**src/rtl/issue_scoreboard.sv**
```systemverilog
// Issue control between decode and execute: per-register pending-write scoreboard,
// in-flight writer count, RAW/WAW stall generation and a drain handshake.
//
// state    | meaning
// ---------+---------------------------------------------------------------
// ST_RUN   | normal issue
// ST_DRAIN | issue blocked, waiting for the in-flight writers to retire
// ST_DONE  | pipeline empty; drained_o pulses on entry, held while drain_i is high
module issue_scoreboard #(
  parameter int LEN_REGNO    = 4,
  parameter int MAX_INFLIGHT = 3,
  parameter int LEN_CNT      = 3
) (
  input  logic                      clk,
  input  logic                      rst,
  input  logic                      valid_i,
  output logic                      stall_o,
  input  logic                      uses_rd_i,
  input  logic                      uses_rs_i,
  input  logic                      writes_rd_i,
  input  logic [LEN_REGNO-1:0]      rd_regno_i,
  input  logic [LEN_REGNO-1:0]      rs_regno_i,
  output logic                      issue_o,
  input  logic                      stall_i,
  input  logic                      wb_i,
  input  logic [LEN_REGNO-1:0]      wb_regno_i,
  input  logic                      flush_i,
  input  logic                      drain_i,
  output logic                      drained_o,
  output logic [(1<<LEN_REGNO)-1:0] busy_o,
  output logic [LEN_CNT-1:0]        inflight_o,
  output logic                      err_o
);

  localparam int NREG = 1 << LEN_REGNO;

  typedef enum logic [1:0] {
    ST_RUN   = 2'd0,
    ST_DRAIN = 2'd1,
    ST_DONE  = 2'd2
  } state_t;

  state_t            state_q, state_d;
  logic [NREG-1:0]   busy_q, busy_d;
  logic [LEN_CNT-1:0] inflight_q, inflight_d;
  logic              drained_q;
  logic              err_q;

  logic hazard;
  logic hazard_eff;
  logic set_rd;
  logic wb_hit;
  logic wb_bad;

  always_comb begin
    hazard = (uses_rs_i & busy_q[rs_regno_i])
           | ((uses_rd_i | writes_rd_i) & busy_q[rd_regno_i])
           | (writes_rd_i & (inflight_q == LEN_CNT'(MAX_INFLIGHT)))
           | (state_q != ST_RUN);
  end

  // While reset is held the registered state may be stale, so it cannot stall.
  assign hazard_eff = rst & hazard;
  assign issue_o    = valid_i & ~hazard_eff & ~stall_i & ~flush_i;
  assign stall_o    = stall_i | (valid_i & hazard_eff);

  assign set_rd = issue_o & writes_rd_i;
  assign wb_hit = wb_i & busy_q[wb_regno_i];
  assign wb_bad = wb_i & ~busy_q[wb_regno_i];

  // Clear first, then set: a new writer to the retiring register stays pending.
  always_comb begin
    busy_d = busy_q;
    if (wb_hit) busy_d[wb_regno_i] = 1'b0;
    if (set_rd) busy_d[rd_regno_i] = 1'b1;
  end

  always_comb begin
    inflight_d = inflight_q;
    case ({set_rd, wb_hit})
      2'b10:   inflight_d = inflight_q + LEN_CNT'(1);
      2'b01:   inflight_d = inflight_q - LEN_CNT'(1);
      default: inflight_d = inflight_q;
    endcase
  end

  always_comb begin
    state_d = state_q;
    case (state_q)
      ST_RUN:   if (drain_i) state_d = ST_DRAIN;
      ST_DRAIN: if ((inflight_q == '0) || ((inflight_q == LEN_CNT'(1)) && wb_hit))
                  state_d = ST_DONE;
      ST_DONE:  if (!drain_i) state_d = ST_RUN;
      default:  state_d = ST_RUN;
    endcase
  end

  always_ff @(posedge clk) begin
    if (!rst) begin
      state_q    <= ST_RUN;
      busy_q     <= '0;
      inflight_q <= '0;
      drained_q  <= 1'b0;
      err_q      <= 1'b0;
    end else begin
      err_q <= err_q | wb_bad;
      if (flush_i) begin
        state_q    <= ST_RUN;
        busy_q     <= '0;
        inflight_q <= '0;
        drained_q  <= 1'b0;
      end else begin
        state_q    <= state_d;
        busy_q     <= busy_d;
        inflight_q <= inflight_d;
        drained_q  <= (state_d == ST_DONE) && (state_q != ST_DONE);
      end
    end
  end

  assign busy_o     = busy_q;
  assign inflight_o = inflight_q;
  assign drained_o  = drained_q;
  assign err_o      = err_q;

endmodule

```
**config.mk**
```make
export PLATFORM = sky130hd
export DESIGN_NAME = issue_scoreboard
export DESIGN_NICKNAME = d
export VERILOG_FILES = /design/src/rtl/issue_scoreboard.sv
export SDC_FILE = /design/constraint.sdc
export NUM_CORES = 1
export LEC_CHECK = 0
export BUFFER_PORTS_ARGS = -buffer_cell sky130_fd_sc_hd__buf_2
export CAP_MARGIN = 10
export CORE_UTILIZATION = 40
export CTS_CLUSTER_SIZE = 8
export DETAILED_ROUTE_END_ITERATION = 8
export GPL_TIMING_DRIVEN = 1
export PLACE_DENSITY = 0.66
export RECOVER_POWER = 100
export SLEW_MARGIN = 25
export SYNTH_ARGS = -nofsm -noshare
export SYNTH_HDL_FRONTEND = slang
export SYNTH_SLANG_ARGS = --single-unit
```
**constraint.sdc**
```tcl
create_clock -name clk -period 3.33 [get_ports clk]
set_clock_uncertainty 0.2 [all_clocks]
set_input_delay 0.333 -clock clk [delete_from_list [all_inputs] [get_ports clk]]
set_output_delay 0.333 -clock clk [all_outputs]
set_load 0.03 [all_outputs]
```
# Yosys cells after proc, flatten, opt, wreduce, memory -nomap -nowiden

Cells that the tools add are included.
Widths: inputs -> output; s select.

Bits in registers: 23
Input port bits: 22
Output and inout bits: 23
Logic and storage cells: 72

Add/sub/neg operators: 2
Magnitude comparators: 5
Eq/ne operators: 8
Multiplexer cells: 17
Bitwise logic cells: 25
Reduce and logical (&&, ||, !) cells: 10

Operator list:

| cell                | number |
|---|---|
| $mux 16             | 2 |
| $and 16x16->16      | 1 |
| $not 16->16         | 1 |
| $or 16x16->16       | 1 |
| $lt 4x5->1 const B  | 3 |
| $bmux 1 s4          | 3 |
| $and 1x1->1         | 11 |
| $demux 1 s4         | 2 |
| $ge 4x1->1 const B  | 2 |
| $eq 2x2->1 const B  | 3 |
| $mux 2              | 3 |
| $or 1x1->1          | 6 |
| $pmux 2 s3          | 1 |
| $pmux 3 s2          | 1 |
| $mux 1              | 5 |
| $not 1->1           | 5 |
| $eq 2x1->1 const B  | 2 |
| $logic_and 1x1->1   | 4 |
| $reduce_bool 2->1   | 2 |
| $add 3x1->3 const B | 1 |
| $eq 3x1->1 const B  | 1 |
| $eq 3x2->1 const B  | 1 |
| $logic_not 3->1     | 1 |
| $sub 3x1->3 const B | 1 |
| 4 further kinds     | 4 |

# Logic depth before layout (Yosys ltp)

Word-level depth: 14
Gate-level depth with buffers: 13
Depth with buffers taken out: 10

# Worst setup path before layout

No wires, ideal clock.

Path type: reg-to-output
Start: register busy_q[13] (netlist: busy_o[13])
End: output issue_o
Arrival: 2.313 ns
Required time: 2.797 ns
Path slack: 0.484 ns
Cell stages (with the launch flop): 8
Path buffers: 2
Cells stage by stage: dfxtp_1 -> mux4_1 -> mux2i_1 -> o22ai_1 -> a2111o_1 -> buf_6 -> buf_8 -> o2bb2ai_1

Word-level cells in the longest chain between the ends: 11
Elaborated cells on any way between the ends: 14
Classes of those cells: mux: 4; bitwise: 10

RTL lines:

| element                        | line   | RTL |
|---|---|---|
| start: declaration             | 44     | `logic [NREG-1:0] busy_q, busy_d;` |
| start signal: assignment       | 114    | `busy_q <= busy_d;` |
| $bmux 1 s4 (on tied branches)  | 56, 57 |  |
| $mux 1 (on tied branches)      | 56, 57 |  |
| $and 1x1->1 (on tied branches) | 56, 57 |  |
| $or 1x1->1 *                   | 57     | `\| ((uses_rd_i \| writes_rd_i) & busy_q[rd_regno_i])` |
| $or 1x1->1 *                   | 58     | `\| (writes_rd_i & (inflight_q == LEN_CNT'(MAX_INFLIGHT)))` |
| $or 1x1->1 *                   | 59     | `\| (state_q != ST_RUN);` |
| $and 1x1->1 *                  | 63     | `assign hazard_eff = rst & hazard;` |
| $not 1->1 *                    | 64     | `assign issue_o = valid_i & ~hazard_eff & ~stall_i & ~flush_i;` |
| $and 1x1->1 * (3 in series)    | 64     |  |
| end: declaration               | 23     | `output logic issue_o,` |

Mark *: on every way between the ends. The rest lies on a longest branch, timed or not. The select of a mux whose other input is x is not followed.

# Final worst setup path

Start: input rd_regno_i[0]
End: output stall_o

Word-level cells in the longest chain between the ends: 9

RTL lines:

| element                      | line | RTL |
|---|---|---|
| start: declaration           | 21   | `input logic [LEN_REGNO-1:0] rd_regno_i,` |
| $bmux 1 s4                   | 57   |  |
| $mux 1 (not written as such) | 57   |  |
| $and 1x1->1                  | 57   |  |
| $or 1x1->1                   | 57   |  |
| $or 1x1->1                   | 58   |  |
| $or 1x1->1                   | 59   |  |
| $and 1x1->1                  | 63   |  |
| $and 1x1->1                  | 65   | `assign stall_o = stall_i \| (valid_i & hazard_eff);` |
| $or 1x1->1                   | 65   |  |
| end: declaration             | 17   | `output logic stall_o,` |

Every way passes these cells. The select of a mux whose other input is x is not followed.

==> out/results.tsv <==
metric	value	unit
outcome	completed	
final_cells	281	
ys_ff_latch	23	
fin_crit_sh	89.1	%
slew_viol_final	0	
ys.flop_type	dfxtp_1	
yosysWarnings	0	
grt_pass1_wl	8060	um
path_max_fanout	11	
grt_pass1_vias	1658	
synth_edf_count	0	
row_count	23	
first_iter_violations	110	
insertion_delay	0.27	ns
antenna_found_initial	0	
nets	260	
cp.required	2.80	ns
critPathTopFamily	compound AO/OA/AOI/OAI gates	
slowest_stage	mux4_1	
syn_avg_cell_area	9.02	sq um
synth_cell_type_count	43	
syn-instance-count	193	
die_width	68.0	um
ctsHoldBuffers	0	
htreeDepth	1	
ys_seq_area_share	26.4	%
place_hpwl	3730	um
start_util	42.6	%
worstHoldStart	drain_i	
finalSetupViolCount	0	
drt-vias-per-instance	6.37	
cap_violations	0	
diodes	0	
worst_ir_drop_vdd	0.107	mV
regToRegStartpoint	busy_o[13]$_SDFF_PP0_	
gp_congestion	0.834	
p_total	579	uW
drtAntennaViolNets	0	
worstSetupStartpointType	primary input	
fin_setup_tns	0	ns
cts-resized-gates	0	
startpoint	rd_regno_i[0]	
area_growth	13.6	%
period_minus_slack	2.97	ns
async_flop_share	0	%
clk_pin_slew_worst_paths	0.10	ns
coreArea	4090	sq um
clock_sinks	23	
hold_class	in2reg	
max_freq	0.337	GHz
numPortBuffers	44	
synth.cell_area	1740	sq um
grt_overflow	0	
cts_buffers	3	
critical_path_class	in2out	
yosysTopAreaCellShare	26.4	%
ioPinCount	45	
clock_path_buffers	2	
routed_wirelength	5000	um
post_drt_wl_per_cell	17.8	um
drive_gt1_share	13.9	%
grt_start_max_net_pins	18	
vias	1791	
synth_top_area_cell	dfxtp_1	
rrSetupSlack	0.64	ns
placed_cells	277	
dr.pass1.iters	4	
synth_nets	221	
max_slew_margin	50.0	%
crit_path_end_kind	output pin	
dieArea	4620	sq um
cts_tree	yes	
slowest_delay	0.57	ns
power_leakage	0.732	nW
hold_viol_final	0	
drc	0	
die_h	68.0	um
cp_num_buf_inv	2	
power.density	293	nW/um^2
grt_usage	23.4	%
rsz0062_at_grt	no	
worstPathArrival	2.43	ns
path_cells	buf_2 -> mux4_1 -> mux2i_1 -> o22ai_1 -> a2111o_1 -> a311o_1 -> clkbuf_1	
worst_hold_slack	0.105	ns
worstMarginPinSlew	0.750	ns
yosys-top-cells-area	dfxtp_1 (26%), mux2i_1 (8.0%), o31ai_1 (6.9%)	
clock-root-buffer	clkbuf_8	
cts_setup_buffers	0	
==> layer usage <==
layer | part of all wire, % | vias up | GRT usage [%]
met1 | 49 | 888 | 34.5
met5 | 0 | - | 0
met2 | 46 | 53 | 36.0
li1 | - | 848 | -
met3 | 4.8 | 2 | 2.00
met4 | 0.30 | 0 | 6.25
==> synthesized netlist by cell type, types with 3 or more instances <==
library cell	n
buf_2	3
nand2_1	12
a221oi_1	5
nor2b_1	3
clkbuf_1	6
nand3_1	8
nor2_1	9
ha_1	6
or4_1	7
inv_1	8
nand2b_1	6
o211ai_1	12
mux2i_1	14
or3_1	9
a21oi_1	3
o311ai_0	4
dfxtp_1	23
mux4_2	5
nand3b_1	5
o31ai_1	16
==> layout by cell type, fill, tap and decap left out, types with 2 or more instances in the layout <==
cell / n
ha_1: 6
or4_1: 7
nand2b_1: 6
and2_1: 2
a211oi_1: 2
xor2_1: 2
o311ai_0: 4
a221oi_1: 5
nand2_1: 12
o31ai_1: 16
a22oi_1: 2
a21oi_1: 3
nor2b_1: 3
or3_1: 9
inv_1: 8
clkbuf_1: 24
o211ai_1: 12
dfxtp_1: 23
nand3_1: 8
o21ai_0: 2
mux2i_1: 14
clkbuf_8: 3
nor2_1: 9
mux4_2: 5
buf_2: 21
nand3b_1: 5
==> power by group <==
group | switching [mW] | leakage [nW] | total [mW] | internal [mW]
Clock | 0.0938 | 0.0255 | 0.177 | 0.0835
Sequential | 0.00389 | 0.186 | 0.283 | 0.279
Combinational | 0.0782 | 0.520 | 0.119 | 0.0410
Total | 0.176 | 0.732 | 0.579 | 0.403
==> worst paths after layout <==
path                           endpoint  depth (start not counted)
max                             stall_o                          7
min               state_q[0]$_SDFF_PP0_                          3
max reg2reg  inflight_o[2]$_SDFFE_PP0P_                          9
min reg2reg            err_o$_SDFF_PN0_                          2
==> stage by stage <==
stage	setup slack, ns	instance area, sq um	utilization, %
floorplan	0.484	1740	-
global placement	0.393	1960	48.1
detailed placement	0.357	1960	48.1
CTS	0.392	2010	49.2
global route	0.266	1980	48.4
finish	0.362	1980	48.4
==> worst reg2reg max path, cell delays in order (launching register included) <==
cell and delay [ns]:
dfxtp_1 0.36, mux4_1 0.51, mux2i_1 0.17, o22ai_1 0.12
a2111o_1 0.45, a2bb2oi_1 0.17, ha_1 0.34, a211oi_1 0.20
a21oi_1 0.06, nor2_1 0.08
==> registers in the layout (all words and copies together), names as in the netlist <==
register,count
busy_o,16
err_o,1
state_q,2
inflight_o,3
drained_o,1
==> cells by family after synthesis <==
group	count (synthesis)	synth area share, %
muxes	21	16.7
xor gates and xnor gates	2	1.01
and+or+nand+nor	65	20.8
adders and majority gates	6	4.31
AOI/OAI and AO/OA	56	24.8
DFF	23	26.4
buffers and inverters	20	6.03
==> cell type report <==
cell class	count	area, sq um
inverters	8	30.0
clock buffers	3	41.3
repair buffers	46	203
well taps	50	62.6
flip-flops and latches	23	460
clock inverters	1	5.00
multi-input cells	150	1180
fillers	429	2110
Power figures use the tool's default switching activity.
